==> src/rtl/pipeline_hazard_ctrl.sv <==
// Stall/flush sequencer for the 5-stage pipeline: load-use, data-memory wait and redirect flushes.
// Optional performance counters are built only when HAZARD_PERF_EN is defined.
module pipeline_hazard_ctrl #(
    parameter int FLUSH_CYCLES = 1,
    parameter int MEM_TIMEOUT  = 64,
    parameter int CNT_W        = 32
) (
    input  logic             clk,
    input  logic             rst_n,
    input  logic [4:0]       id_rs1_addr,
    input  logic [4:0]       id_rs2_addr,
    input  logic             id_use_rs1,
    input  logic             id_use_rs2,
    input  logic             ex_MemRead,
    input  logic [4:0]       ex_rd_addr,
    input  logic             ex_redirect,
    input  logic             dmem_req,
    input  logic             dmem_ready,
    output logic             pc_stall,
    output logic             ifid_stall,
    output logic             ifid_flush,
    output logic             idex_stall,
    output logic             idex_flush,
    output logic             exmem_stall,
    output logic             memwb_bubble,
    output logic             mem_timeout,
    output logic [CNT_W-1:0] perf_stall_cnt,
    output logic [CNT_W-1:0] perf_flush_cnt
);

    typedef enum logic [1:0] {
        ST_RUN      = 2'd0,
        ST_MEM_WAIT = 2'd1,
        ST_FLUSH    = 2'd2
    } state_t;

    localparam int FC_W    = (FLUSH_CYCLES > 1) ? $clog2(FLUSH_CYCLES) : 1;
    localparam int FC_LOAD = (FLUSH_CYCLES > 1) ? FLUSH_CYCLES - 1 : 0;
    localparam int WAIT_W  = (MEM_TIMEOUT > 1) ? $clog2(MEM_TIMEOUT) : 1;
    localparam int TO_LAST = (MEM_TIMEOUT > 0) ? MEM_TIMEOUT - 1 : 0;
    localparam bit TO_EN   = (MEM_TIMEOUT > 0);

    state_t            state_r;
    logic [FC_W-1:0]   flush_cnt_r;
    logic              pend_redir_r;
    logic [WAIT_W-1:0] wait_cnt_r;

    logic freeze_s;
    logic redirect_s;
    logic flushing_s;
    logic load_use_raw_s;
    logic load_use_s;
    logic timeout_hit_s;

    // Hazard detection and priority resolution: freeze > redirect > flush countdown > load-use
    always_comb begin
        freeze_s       = dmem_req & ~dmem_ready;
        redirect_s     = ~freeze_s & (ex_redirect | pend_redir_r);
        // A non-zero countdown also covers a flush that was paused by a freeze
        flushing_s     = ~freeze_s & ~redirect_s & (flush_cnt_r != {FC_W{1'b0}});
        load_use_raw_s = ex_MemRead & (ex_rd_addr != 5'd0) &
                         ((id_use_rs1 & (ex_rd_addr == id_rs1_addr)) |
                          (id_use_rs2 & (ex_rd_addr == id_rs2_addr)));
        load_use_s     = load_use_raw_s & ~freeze_s & ~redirect_s & ~flushing_s &
                         (state_r != ST_FLUSH);
        timeout_hit_s  = TO_EN & freeze_s & (wait_cnt_r == WAIT_W'(TO_LAST));
    end

    // Pipeline control outputs; reset holds both flushes so the pipe fills with NOPs
    always_comb begin
        pc_stall     = 1'b0;
        ifid_stall   = 1'b0;
        ifid_flush   = 1'b0;
        idex_stall   = 1'b0;
        idex_flush   = 1'b0;
        exmem_stall  = 1'b0;
        memwb_bubble = 1'b0;
        mem_timeout  = 1'b0;
        if (!rst_n) begin
            ifid_flush = 1'b1;
            idex_flush = 1'b1;
        end else if (freeze_s) begin
            pc_stall     = 1'b1;
            ifid_stall   = 1'b1;
            idex_stall   = 1'b1;
            exmem_stall  = 1'b1;
            memwb_bubble = 1'b1;
            mem_timeout  = timeout_hit_s;
        end else if (redirect_s) begin
            ifid_flush = 1'b1;
            idex_flush = 1'b1;
        end else if (flushing_s) begin
            ifid_flush = 1'b1;
        end else if (load_use_s) begin
            pc_stall   = 1'b1;
            ifid_stall = 1'b1;
            idex_flush = 1'b1;
        end else begin
            mem_timeout = 1'b0;
        end
    end

    // FSM with flush countdown, deferred redirect and consecutive-wait timer
    always_ff @(posedge clk or negedge rst_n) begin
        if (!rst_n) begin
            state_r      <= ST_RUN;
            flush_cnt_r  <= {FC_W{1'b0}};
            pend_redir_r <= 1'b0;
            wait_cnt_r   <= {WAIT_W{1'b0}};
        end else if (freeze_s) begin
            state_r      <= ST_MEM_WAIT;
            pend_redir_r <= pend_redir_r | ex_redirect;
            wait_cnt_r   <= timeout_hit_s ? {WAIT_W{1'b0}} : wait_cnt_r + WAIT_W'(1);
        end else begin
            pend_redir_r <= 1'b0;
            wait_cnt_r   <= {WAIT_W{1'b0}};
            if (redirect_s) begin
                flush_cnt_r <= FC_W'(FC_LOAD);
                state_r     <= (FLUSH_CYCLES > 1) ? ST_FLUSH : ST_RUN;
            end else if (flushing_s) begin
                flush_cnt_r <= flush_cnt_r - FC_W'(1);
                state_r     <= (flush_cnt_r == FC_W'(1)) ? ST_RUN : ST_FLUSH;
            end else begin
                flush_cnt_r <= {FC_W{1'b0}};
                state_r     <= ST_RUN;
            end
        end
    end

`ifdef HAZARD_PERF_EN
    logic [CNT_W-1:0] stall_cnt_r;
    logic [CNT_W-1:0] redir_cnt_r;

    // Performance counters, wrapping at 2^CNT_W
    always_ff @(posedge clk or negedge rst_n) begin
        if (!rst_n) begin
            stall_cnt_r <= {CNT_W{1'b0}};
            redir_cnt_r <= {CNT_W{1'b0}};
        end else begin
            if (freeze_s | load_use_s) begin
                stall_cnt_r <= stall_cnt_r + CNT_W'(1);
            end
            if (redirect_s) begin
                redir_cnt_r <= redir_cnt_r + CNT_W'(1);
            end
        end
    end

    assign perf_stall_cnt = stall_cnt_r;
    assign perf_flush_cnt = redir_cnt_r;
`else
    assign perf_stall_cnt = {CNT_W{1'b0}};
    assign perf_flush_cnt = {CNT_W{1'b0}};
`endif

endmodule

==> config.mk <==
export PLATFORM = sky130hd
export DESIGN_NAME = pipeline_hazard_ctrl
export DESIGN_NICKNAME = d
export VERILOG_FILES = /design/src/rtl/pipeline_hazard_ctrl.sv
export SDC_FILE = /design/constraint.sdc
export NUM_CORES = 1
export LEC_CHECK = 0
export CAP_MARGIN = 20
export CORE_ASPECT_RATIO = 0.7
export CORE_MARGIN = 3
export CORE_UTILIZATION = 26
export CTS_BUF_LIST = sky130_fd_sc_hd__clkbuf_8
export DETAILED_ROUTE_END_ITERATION = 7
export PLACE_DENSITY = 0.69
export SYNTH_ARGS = -nofsm -noshare
export SYNTH_HDL_FRONTEND = slang
export SYNTH_SLANG_ARGS = --single-unit
==> constraint.sdc <==
create_clock -name clk -period 3 [get_ports clk]
set_input_delay 0.6 -clock clk [delete_from_list [all_inputs] [get_ports clk]]
set_output_delay 0.6 -clock clk [all_outputs]
set_load 0.1 [all_outputs]
-- Word-level counts from Yosys, hierarchy flattened
Cells that the tools add are included.
- output and inout port bits: 72
- logic and storage cells: 55
- input port bits: 23
- register bits after elaboration: 10
- equal/unequal tests: 4
- reductions and logical operators: 1
- add/subtract/negate cells: 2
- muxes and demuxes: 25
- bitwise gates (word level): 19
- operators with widths (cell ; number):
    $mux W1 ; 19
    $and A1 B1 Y1 ; 13
    $mux W6 ; 2
    $eq A5 B5 Y1 ; 2
    $mux W2 ; 4
    $add A6 B1 Y6 const B ; 1
    $eq A6 B6 Y1 const B ; 1
    $reduce_bool A5 Y1 ; 1
    $not A1 Y1 ; 4
    $ne A2 B2 Y1 const B ; 1
    $or A1 B1 Y1 ; 2
    $sub A1 B1 Y1 const B ; 1

-- Longest topological paths before layout
- depth after elaboration: 15
- mapped depth: 6
- depth with buffers taken out: 5

-- Worst setup path after synthesis
Ideal clock, no wire load.
- path kind: input port to output port
- start point: input port ex_rd_addr[3]
- end point: output port pc_stall
- buffers on the path: 1
- stages: 5
- data arrival time: 3089 ps
- slack: -689 ps
- cells stage by stage: xor2_1 > nor4_2 > a32oi_1 > o31ai_2 > buf_4
- word-level cells in the longest chain between the ends: 13
- RTL lines (what ; RTL line ; text):
    start: declaration ; 15 ; input logic [4:0] ex_rd_addr,
    $eq A5 B5 Y1 (on tied branches) ; 62, 63 ;
    $and A1 B1 Y1 (on tied branches) ; 62, 63 ;
    $or A1 B1 Y1 ; 62 ; ((id_use_rs1 & (ex_rd_addr == id_rs1_addr)) |
    $and A1 B1 Y1 (*) ; 61 ; load_use_raw_s = ex_MemRead & (ex_rd_addr != 5'd0) &
    $and A1 B1 Y1 (*) (4 in a row) ; 64 ; load_use_s = load_use_raw_s & ~freeze_s & ~redirect_s & ~flushing_s &
    $mux W1 (*) (5 in a row) ; -- ;
    end: declaration ; 19 ; output logic pc_stall,
Every way passes the cells marked *; elsewhere a longest branch is shown, timed or not.

-- Worst setup path after layout
- start point: input port ex_rd_addr[4]
- end point: output port ifid_stall
- word-level cells in the longest chain between the ends: 13
- RTL lines (what ; RTL line ; text):
    $eq A5 B5 Y1 (on tied branches) ; 62, 63 ;
    $and A1 B1 Y1 (on tied branches) ; 62, 63 ;
    $or A1 B1 Y1 ; 62 ;
    $and A1 B1 Y1 (*) ; 61 ;
    $and A1 B1 Y1 (*) (4 in a row) ; 64 ;
    $mux W1 (*) ; 94 ; end else if (load_use_s) begin
    $mux W1 (*) ; 92 ; end else if (flushing_s) begin
    $mux W1 (*) ; 89 ; end else if (redirect_s) begin
    $mux W1 (*) ; 82 ; end else if (freeze_s) begin
    $mux W1 (*) ; 79 ; if (!rst_n) begin
    end: declaration ; 20 ; output logic ifid_stall,
Marks and branches as above.

==> run_results.csv <==
group,metric,value,unit
cts,clk_pin_slew_worst_paths,0.04,ns
sta,slew_violations,0,
global_routing,antenna_found_initial,0,
drt,first_iter_violations,15,
placed_design,port_buffers,30,
synthesis,syn_area,0.001081,mm^2
cts,cts_buffer_depth,2,
global_routing,track_usage,7.094,%
layout,nNetsFinal,189,
floorplan,start_util,28.74,%
layout,final_cell_mix,"65 x conb_1, 21 x clkdlybuf4s50_1, 10 x xor2_1, 10 x nor2_1, 10 x dfrtp_1",
power,irDropWorstVdd,251.4,uV
cts,cts_root_buf,"clkbuf_8",
floorplan,core_area,0.003761,mm^2
layout,diodes,0,
cts,htreeDepth,1,
placed_design,gp_congestion,0.7213,
drt,vias_per_cell,3.225,
drt,vias,687,
sta,fin_crit_sh,97.69,%
floorplan,die_h,59.95,um
global_routing,grt_max_degree,9,
critical_path,worstPathRequired,2.40,ns
critical_path,critical_path.slowest_cell,"clkdlybuf4s50_1",
critical_path,cp-start-kind,"primary input",
floorplan,die-width,83.07,um
critical_path,crit_chain,"clkdlybuf4s50_1 -> xor2_1 -> nor4_1 -> a32oi_2 -> o31ai_4 -> buf_12",
critical_path,critPathMaxStageDelay,0.47,ns
sta,fmax,341.2,MHz
run_status,status,"finished clean",
drt,drt_wl_total,2030,um
sta,setup_viol,0,
sta,finalClockSkew,0.002539,ns
synthesis,avgSynthCellArea,8.380,um^2
layout,synthToLayoutAreaGrowth,25.58,%
power,p_leak,0.0006828,uW
global_routing,grt_pass1_vias,571,
global_routing,grt-ovfl-total,0,
sta,setup-tns-final,0,ns
sta,whs,0.4671,ns
synthesis,synth-seq-area-share,23.15,%
drt,ant_nets,0,
drt,drc_errors,0,
critical_path,crit_path_end_kind,"output port",
cts,cts_tree,"yes",
critical_path,cp.arrival,2.33,ns
floorplan,rows,18,
flow_run,max_cap_violations,0,
synthesis,syn_inst,129,
critical_path,critPathMaxFanout,3,
synthesis,ys_warn_count,0,
sta,hold_violations,0,
cts,cts_buffers,3,
cts,clock_latency,0.23,ns
placed_design,dp_hpwl,1871,um
layout,fill_cells,389,
power,power_density,550.4,mW/mm^2
synthesis,synth_cell_types,23,
global_routing,grt_pass1_wl,2808,um
drt,drt_first_pass_iters,4,
layout,final_common_cell,"conb_1",
floorplan,die_area,0.004980,mm^2
synthesis,synth_seq_cells,10,
sta,timing.final.crit_period,2.931,ns
hold_path,holdCritPathClass,"reg2reg",
cts,hold_buffers,0,
critical_path,critPathKind,"in2out",
floorplan,io_pins,95,
drt,wire_per_inst,9.531,um
layout,drive_gt1_share,11.66,%
cts,numClockSinks,10,
[area by class of cell]
cell class	instances	area [um^2]	area share (%)
Clock buffer	3	41.29	3.041
Multi-Input combinational cell	113	579.3	42.67
Timing Repair Buffer	34	412.9	30.41
Sequential cell	10	250.2	18.43
Inverter	3	11.26	0.8295
Tap cell	50	62.56	4.608
[timing repair]
item,4_1_cts,5_1_grt
setup endpoints to repair,0,2
setup buffers,0,0
gates resized for setup,0,2
[path summary, 6_finish.rpt]
path	start	to	slack (ns)	cells after the start
worst min-delay path	wait_cnt_r[0]	wait_cnt_r[0]	0.47	1
min in group asynchronous	rst_n	pend_redir_r	0.63	1
worst max-delay path	ex_rd_addr[4]	ifid_stall	0.07	6
max in group asynchronous	rst_n	wait_cnt_r[1]	1.98	2
worst max register to register	wait_cnt_r[0]	wait_cnt_r[4]	1.96	4
worst min register to register	wait_cnt_r[0]	wait_cnt_r[0]	0.47	1
[power by group]
group,switching [uW],leakage [uW],internal (uW),total [uW]
clock,44.9,0.0000216,87.2,132
combinational,416,0.000527,58.8,475
sequential,1.64,0.000135,139,140
[layer usage]
| metal | vias up | wire [um] | GRT usage, % |
|---|---|---|---|
| li1 | 343 | - | - |
| met1 | 318 | 715 | 8.258 |
| met2 | 26 | 1204 | 12.90 |
| met3 | 0 | 110 | 2.479 |
| met4 | 0 | 0 | 1.399 |
| met5 | - | 0 | 0 |
[state kept, by name, summed over array words and instances, names as in the netlist]
| register | count |
|---|---|
| flush_cnt_r | 1 |
| pend_redir_r | 1 |
| state_r | 2 |
| wait_cnt_r | 6 |
[cell usage after synthesis]
library cell  count  area share, %
a21oi_1           1           0.46
a32oi_1           1           0.81
and2_0            1           0.58
and2_1            2            1.2
and3_1            1           0.58
buf_4            67             47
conb_1            1           0.35
dfrtp_1          10             23
ha_1              1            1.2
inv_1             3            1.0
nand2_1           5            1.7
nand2b_1          1           0.58
nand3_1           3            1.4
nand4_1           1           0.58
nor2_1           10            3.5
nor3_1            2           0.93
nor4_1            1           0.58
nor4_2            1            1.2
o21ai_0           1           0.46
o2bb2ai_1         1           0.81
o31ai_2           1            1.2
xnor2_1           4            3.2
xor2_1           10            8.1
[through the flow]
stage,power [uW],setup WS [ns],utilization (%),cell area (um^2),cells
floorplan,615.4,-0.1538,-,1336,193
global placement,613.6,0.08337,34.73,1306,210
detailed placement,614.5,0.02495,34.73,1306,210
CTS,752.2,0.02649,35.83,1348,213
global route,772.9,-0.02589,36.09,1358,213
finish,747.2,0.06934,36.09,1358,213
[critical path: cells and delay by family]
| kind | cells | cell delay [ns] |
|---|---|---|
| and+or+nand+nor | 1 | 0.39 |
| AOI/OAI and AO/OA | 2 | 0.46 |
| buffers and inverters | 2 | 0.69 |
| xor gates and xnor gates | 1 | 0.18 |
[cells by family after synthesis]
logic type | count (synthesis) | share of synthesized area [%]
AOI/OAI and AO/OA | 5 | 3.703
DFF | 10 | 23.15
other | 1 | 0.3469
and+or+nand+nor | 28 | 12.73
xor gates and xnor gates | 14 | 11.34
buffers and inverters | 70 | 47.57
adders and majority gates | 1 | 1.157
(Power assumes the default switching activity.)
